[src/rtl/xnor_popcount_acc.sv]
// Binarised-neuron array. Channels neurons share one streamed input vector of
// Words beats of WordW bits. Each neuron XNORs every beat against its own
// stored weight word, accumulates the popcount over the whole vector and
// compares the total against a per-channel programmable threshold.
//
// Ports:
//   clk_i, rst_ni       clock, asynchronous active-low reset
//   clear_i             synchronous abort of the partial vector / pending result
//   weight_wr_i         write weight_i into weight[weight_ch_i][weight_addr_i]
//   weight_ch_i         channel select for weight and threshold writes
//   weight_addr_i       word index for weight writes
//   weight_i            weight data
//   thresh_wr_i         write thresh_i into threshold[weight_ch_i]
//   thresh_i            threshold data
//   pixels_valid_i/pixels_ready_o/pixels_i   input beat handshake, word 0 first
//   result_valid_o/result_ready_i            result handshake
//   result_o            bit c = pop[c] >= threshold[c]
//   result_pop_o        raw popcount per channel, channel 0 in LSBs
module xnor_popcount_acc #(
  parameter int unsigned WordW    = 32,
  parameter int unsigned Words    = 4,
  parameter int unsigned Channels = 4,
  localparam int unsigned AccW    = $clog2(WordW * Words + 1),
  localparam int unsigned ChW     = (Channels > 1) ? $clog2(Channels) : 1,
  localparam int unsigned AddrW   = (Words > 1) ? $clog2(Words) : 1
) (
  input  logic                     clk_i,
  input  logic                     rst_ni,
  input  logic                     clear_i,
  input  logic                     weight_wr_i,
  input  logic [ChW-1:0]           weight_ch_i,
  input  logic [AddrW-1:0]         weight_addr_i,
  input  logic [WordW-1:0]         weight_i,
  input  logic                     thresh_wr_i,
  input  logic [AccW-1:0]          thresh_i,
  input  logic                     pixels_valid_i,
  output logic                     pixels_ready_o,
  input  logic [WordW-1:0]         pixels_i,
  output logic                     result_valid_o,
  input  logic                     result_ready_i,
  output logic [Channels-1:0]      result_o,
  output logic [Channels*AccW-1:0] result_pop_o
);

  typedef enum logic [0:0] {StAccum, StDone} state_e;

  localparam logic [AccW-1:0]  ThreshRst = AccW'(WordW * Words / 2);
  localparam logic [AddrW-1:0] LastBeat  = AddrW'(Words - 1);

  state_e                               state_q, state_d;
  logic                                 live_q;
  logic [AddrW-1:0]                     cnt_q, cnt_d;
  logic [Channels-1:0][AccW-1:0]        acc_q, acc_d;
  logic [Channels-1:0][AccW-1:0]        sum;
  logic [Channels-1:0][Words-1:0][WordW-1:0] weight_q, weight_d;
  logic [Channels-1:0][AccW-1:0]        thresh_q, thresh_d;
  logic [Channels-1:0][AccW-1:0]        pop_q, pop_d;
  logic [Channels-1:0]                  res_q, res_d;
  logic                                 beat;

  function automatic logic [AccW-1:0] popcount(input logic [WordW-1:0] w);
    logic [AccW-1:0] n;
    n = '0;
    for (int i = 0; i < int'(WordW); i++) begin
      n = n + AccW'(w[i]);
    end
    return n;
  endfunction

  // live_q keeps pixels_ready low while reset is held even though the
  // state register already sits in StAccum.
  assign pixels_ready_o = live_q && (state_q == StAccum);
  assign result_valid_o = (state_q == StDone);
  assign result_o       = res_q;
  assign result_pop_o   = pop_q;
  assign beat           = pixels_valid_i && pixels_ready_o;

  always_comb begin
    sum = '0;
    for (int c = 0; c < int'(Channels); c++) begin
      sum[c] = acc_q[c] + popcount(pixels_i ~^ weight_q[c][cnt_q]);
    end
  end

  // Storage writes; a beat in the same cycle still sees the old contents.
  always_comb begin
    weight_d = weight_q;
    thresh_d = thresh_q;
    if (weight_wr_i && (32'(weight_ch_i) < Channels) && (32'(weight_addr_i) < Words)) begin
      weight_d[weight_ch_i][weight_addr_i] = weight_i;
    end
    if (thresh_wr_i && (32'(weight_ch_i) < Channels)) begin
      thresh_d[weight_ch_i] = thresh_i;
    end
  end

  always_comb begin
    state_d = state_q;
    cnt_d   = cnt_q;
    acc_d   = acc_q;
    pop_d   = pop_q;
    res_d   = res_q;
    if (clear_i) begin
      // Clear wins over a simultaneous beat or result_ready.
      state_d = StAccum;
      cnt_d   = '0;
      acc_d   = '0;
    end else begin
      unique case (state_q)
        StAccum: begin
          if (beat) begin
            if (cnt_q == LastBeat) begin
              pop_d   = sum;
              for (int c = 0; c < int'(Channels); c++) begin
                res_d[c] = (sum[c] >= thresh_q[c]);
              end
              acc_d   = '0;
              cnt_d   = '0;
              state_d = StDone;
            end else begin
              acc_d = sum;
              cnt_d = cnt_q + 1'b1;
            end
          end
        end
        StDone: begin
          if (result_ready_i) begin
            state_d = StAccum;
          end
        end
        default: state_d = StAccum;
      endcase
    end
  end

  always_ff @(posedge clk_i or negedge rst_ni) begin
    if (!rst_ni) begin
      state_q  <= StAccum;
      live_q   <= 1'b0;
      cnt_q    <= '0;
      acc_q    <= '0;
      weight_q <= '0;
      thresh_q <= {Channels{ThreshRst}};
      pop_q    <= '0;
      res_q    <= '0;
    end else begin
      state_q  <= state_d;
      live_q   <= 1'b1;
      cnt_q    <= cnt_d;
      acc_q    <= acc_d;
      weight_q <= weight_d;
      thresh_q <= thresh_d;
      pop_q    <= pop_d;
      res_q    <= res_d;
    end
  end

endmodule

[config.mk]
export PLATFORM = sky130hd
export DESIGN_NAME = xnor_popcount_acc
export DESIGN_NICKNAME = d
export VERILOG_FILES = /design/src/rtl/xnor_popcount_acc.sv
export SDC_FILE = /design/constraint.sdc
export NUM_CORES = 1
export LEC_CHECK = 0
export CAP_MARGIN = 20
export CORE_MARGIN = 1.5
export CORE_UTILIZATION = 35
export CTS_CLUSTER_SIZE = 20
export DETAILED_ROUTE_END_ITERATION = 10
export PLACE_DENSITY = 0.56
export SETUP_SLACK_MARGIN = 0.1
export SYNTH_ARGS = -nofsm -noshare
export SYNTH_HDL_FRONTEND = slang
export SYNTH_SLANG_ARGS = --single-unit
export TNS_END_PERCENT = 100
[constraint.sdc]
create_clock -name clk_i -period 7.5 [get_ports clk_i]
set_input_delay 1.5 -clock clk_i [delete_from_list [all_inputs] [get_ports clk_i]]
set_output_delay 1.5 -clock clk_i [all_outputs]
set_load 0.01 [all_outputs]
* After elaboration in Yosys (flattened, before gate mapping) *
Index checks and enable logic that the tools add are counted.

operators by class
  reductions and logical operators = 7
  add/sub/neg operators = 129
  equal/unequal tests = 2
  order comparisons = 9
  bitwise gates (word level) = 6
  mux-type cells = 29

operators by type and width
  kind                                                                number
  adder 8 x 1 -> 8 bit                                                96
  bitwise mux 512 bit                                                 1
  2-to-1 mux 32 bit                                                   9
  binary-select mux 32 bit (select 2 bit)                             4
  demux 128 bit (select 2 bit)                                        1
  2-to-1 mux 128 bit                                                  1
  bitwise XNOR 32 bit                                                 4
  demux 32 bit (select 2 bit)                                         1
  adder 7 x 1 -> 8 bit                                                4
  adder 8 bit                                                         4
  bitwise mux 32 bit                                                  1
  greater-or-equal comparator 8 bit                                   4
  adder 6 x 1 -> 7 bit                                                4
  adder 5 x 1 -> 6 bit                                                4
  adder 4 x 1 -> 5 bit                                                4
  adder 3 x 1 -> 4 bit                                                4
  demux 8 bit (select 2 bit)                                          1
  adder 2 x 1 -> 3 bit                                                4
  less-than comparator 2 x 3 -> 1 bit (second input constant)         3
  adder 1 x 1 -> 2 bit                                                4
  2-to-1 mux 2 bit                                                    4
  2-to-1 mux 8 bit                                                    1
  greater-or-equal comparator 2 x 1 -> 1 bit (second input constant)  2
  logical AND 1 bit                                                   4
  other kinds (9)                                                     13

word-level totals
  logic and storage cells = 214
  output and inout port bits = 38
  bits in registers = 616

* Depth between registers and ports, before layout *
  depth after elaboration = 39
  gate-level depth with buffers = 28

* Worst setup path after synthesis *
Ideal clock, no wire load.

  kind = input-to-reg
  start = in pixels_i[26]
  end = reg res_q[3] (netlist: result_o[3])
  cell stages on the path = 23
  setup time = 0.083 ns
  buffers on the path = 0
  path slack = 0.542 ns
  arrival time = 6.875 ns
  cell sequence = xor2_1 fa_1 fa_1 fa_1 inv_1 fa_1 inv_1 fa_1 inv_1 fa_1 inv_1 fa_1 fa_1 nor2b_1 o31a_1 mux2i_1 nor2_1 inv_1 ha_1 nand2_1 nor3_1 a21oi_1 o21ai_0

RTL lines
  element               line  source
  start, declared       38    input logic [WordW-1:0] pixels_i,
  end signal, assigned  154   res_q <= res_d;
  end, declared         58    logic [Channels-1:0] res_q, res_d;

==> results.tsv <==
metric	value	unit
num_rows	110	
io_buffers	120	
hp-start	result_pop_o[22]	
cts_tree	yes	
drt_first_iter_violations	957	
start_kind	input pin	
grt_remaining_overflow	0	
placement.cell_area	35000	um2
dr.pass1.iters	5	
syn_area	31800	um2
synth_fp_nets	2462	
final_common_cell	dfrtp_1	
clk_latency	610	ps
ys_ff_latch	616	
ios	121	
ant_nets	0	
clock_path_buffers	3	
avgSynthCellArea	14.6	um2
start_util	0.353	
final_nets	2662	
critPathMaxFanout	4	
die_w	305	um
vias	18500	
hold_path_end	result_pop_o[22]	
netlist-cell-type-count	44	
ctsHoldBuffers	0	
r2r_setup_slack	270	ps
clock_skew	23.0	ps
finalHoldViolCount	0	
final_area	37900	um2
finalNonFillerCells	3616	
cap_viol_max_count	0	
grt_pass1_vias	20300	
crit_arrival	7700	ps
drt_wl_total	87100	um
syn_to_final_growth	19.1	%
final_cell_mix	dfrtp_1, mux2_2, inv_1	
tightest_slew	1060	ps
routed_via_density	5.11	
fmax	138	MHz
rr_worst_depth	22	
antenna_found_initial	7	
rr_startpoint	cnt_q[0]	
grt_usage	0.190	
fin_crit	7260	ps
numClockSinks	616	
yosys_warnings	0	
grt_pass1_wl	133000	um
dp_cells	3467	
seq_area_frac_synth	0.485	
slew_violations	0	
whs_path_depth	2	
die_h	305	um
min_path_type	reg2reg	
fin_crit_sh	0.968	
grt_max_degree	173	
rsz0062_at_grt	yes	
cp-end-kind	flip-flop	
cp.required	7940	ps
wire_per_inst	24.1	um
cts-root-buf	clkbuf_16	
maxSlewHeadroom	0.296	
cts-buffers-inserted	73	
status	finished, final reports clean	
clk_pin_slew	60	ps
die_area	92700	um2
synthCells	2182	
drc_errors	0	
drive_gt1_frac	0.395	
h-tree-depth	3	
crit_type	in2reg	
setup_viol	0	
place_hpwl	59900	um
rr_endpoint	result_o[0]	
n_fill_cell	8217	
core	90000	um2
routabilityCongestion	0.847	
stage by stage:
stage / setup TNS, ps / setup WS, ps / util / hold WS [ps]
after global routing: 0 / 28.6 / 0.421 / 496
after detailed placement: -4560 / -686 / 0.389 / 470
after CTS: 0 / 49.0 / 0.417 / 482
final: 0 / 244 / 0.421 / 477
after floorplan: 0 / 542 / - / 453
after global placement: -2630 / -568 / 0.389 / 462
area by class of cell:
class                   count  area [um2]  share of cell area
multi-input cells        1295       15500               0.410
clock buffers             112        2290              0.0604
clock inverters            20         219             0.00578
inverters                 138         518              0.0137
diodes                      1        2.50           0.0000660
well taps                1176        1470              0.0388
repair buffers            258        2430              0.0641
flip-flops and latches    616       15400               0.407
Yosys cell counts:
cell	n	area share
a21o_1	12	0.0028
buf_2	53	0.0083
a22o_1	16	0.0044
or3_1	6	0.0012
a211o_1	4	0.0011
nor3b_2	1	0.00039
ha_1	93	0.037
o31ai_1	2	0.00047
buf_6	7	0.0025
mux2i_1	5	0.0016
o221ai_1	3	0.00083
xnor2_1	74	0.020
dfrtp_1	612	0.48
o31a_1	4	0.0011
nand3_1	5	0.00079
nor3_2	1	0.00031
o21a_1	4	0.00094
buf_1	13	0.0015
nand3b_4	1	0.00063
a31o_2	4	0.0011
conb_1	1	0.00012
mux2_1	46	0.016
mux4_2	128	0.091
nor2_1	24	0.0028
xor2_1	70	0.019
inv_1	138	0.016
nand2_1	52	0.0061
buf_4	11	0.0026
mux2_4	2	0.00094
and4_1	4	0.0011
mux2_2	509	0.18
nand2b_1	13	0.0026
nor3b_1	2	0.00047
clkbuf_2	1	0.00016
a211oi_1	2	0.00047
nand3b_1	9	0.0021
nor3_1	4	0.00063
a21oi_1	27	0.0042
a31oi_1	5	0.00098
fa_1	104	0.065
o21ai_0	52	0.0082
nor2b_1	6	0.0012
clkbuf_1	48	0.0057
dfstp_2	4	0.0033
sequential cells by signal (all words and copies together) (netlist names):
signal / count
weight_q: 512
acc_q: 32
result_pop_o: 32
thresh_q: 32
result_o: 4
cnt_q: 2
live_q: 1
result_valid_o: 1
kinds of logic (layout without fill, tap and decap cells):
family | Yosys count | after routing | share of synthesized area
DFF | 616 | 616 | 0.485
buffers and inverters | 271 | 528 | 0.0370
muxes | 690 | 690 | 0.290
adders and majority gates | 197 | 197 | 0.102
other | 1 | 2 | 0.000118
xor gates and xnor gates | 144 | 144 | 0.0396
AOI/OAI and AO/OA | 135 | 135 | 0.0267
and+or+nand+nor | 128 | 128 | 0.0203
what timing repair did:
item,in CTS,in global routing
endpoints found under the setup margin,4,4
pin swaps,6,30
setup buffers,0,16
resized for setup,11,47
worst max-delay path by stage:
stage | startpoint | to | slack [ps] | cells past startpoint
5_1_grt | cnt_q[0] | result_o[1] | 30 | 26
4_1_cts | pixels_i[26] | result_o[2] | 50 | 25
2_1_floorplan | pixels_i[26] | result_o[3] | 540 | 23
3_3_place_gp | pixels_i[20] | result_o[1] | -570 | 25
6_report | pixels_i[0] | result_o[0] | 240 | 22
3_5_place_dp | pixels_i[16] | result_o[2] | -690 | 26
routing by layer:
layer	global-route usage	wire [um]	vias to the layer above	part of all wire
met2	0.317	42200	334	0.48
met3	0.0297	3090	130	0.035
li1	-	-	8086	-
met4	0.0548	2450	8	0.028
met1	0.258	39300	9902	0.45
met5	0	48	-	0.00055
worst max-delay path, cell delays in order:
cell	delay (ps)
clkdlybuf4s50_1	530
buf_4	190
xnor2_1	180
fa_1	480
inv_1	130
fa_1	450
fa_1	480
fa_1	540
fa_1	560
fa_1	540
fa_2	430
fa_2	380
nor2b_2	140
o31a_1	200
mux2i_1	90
nor2_1	140
inv_1	70
ha_1	270
nand2_1	100
o21ai_0	100
a21oi_1	140
o21ai_1	80
Power is not shown: default switching activity piles up to over one toggle a cycle in this logic, so the estimate is an artifact.
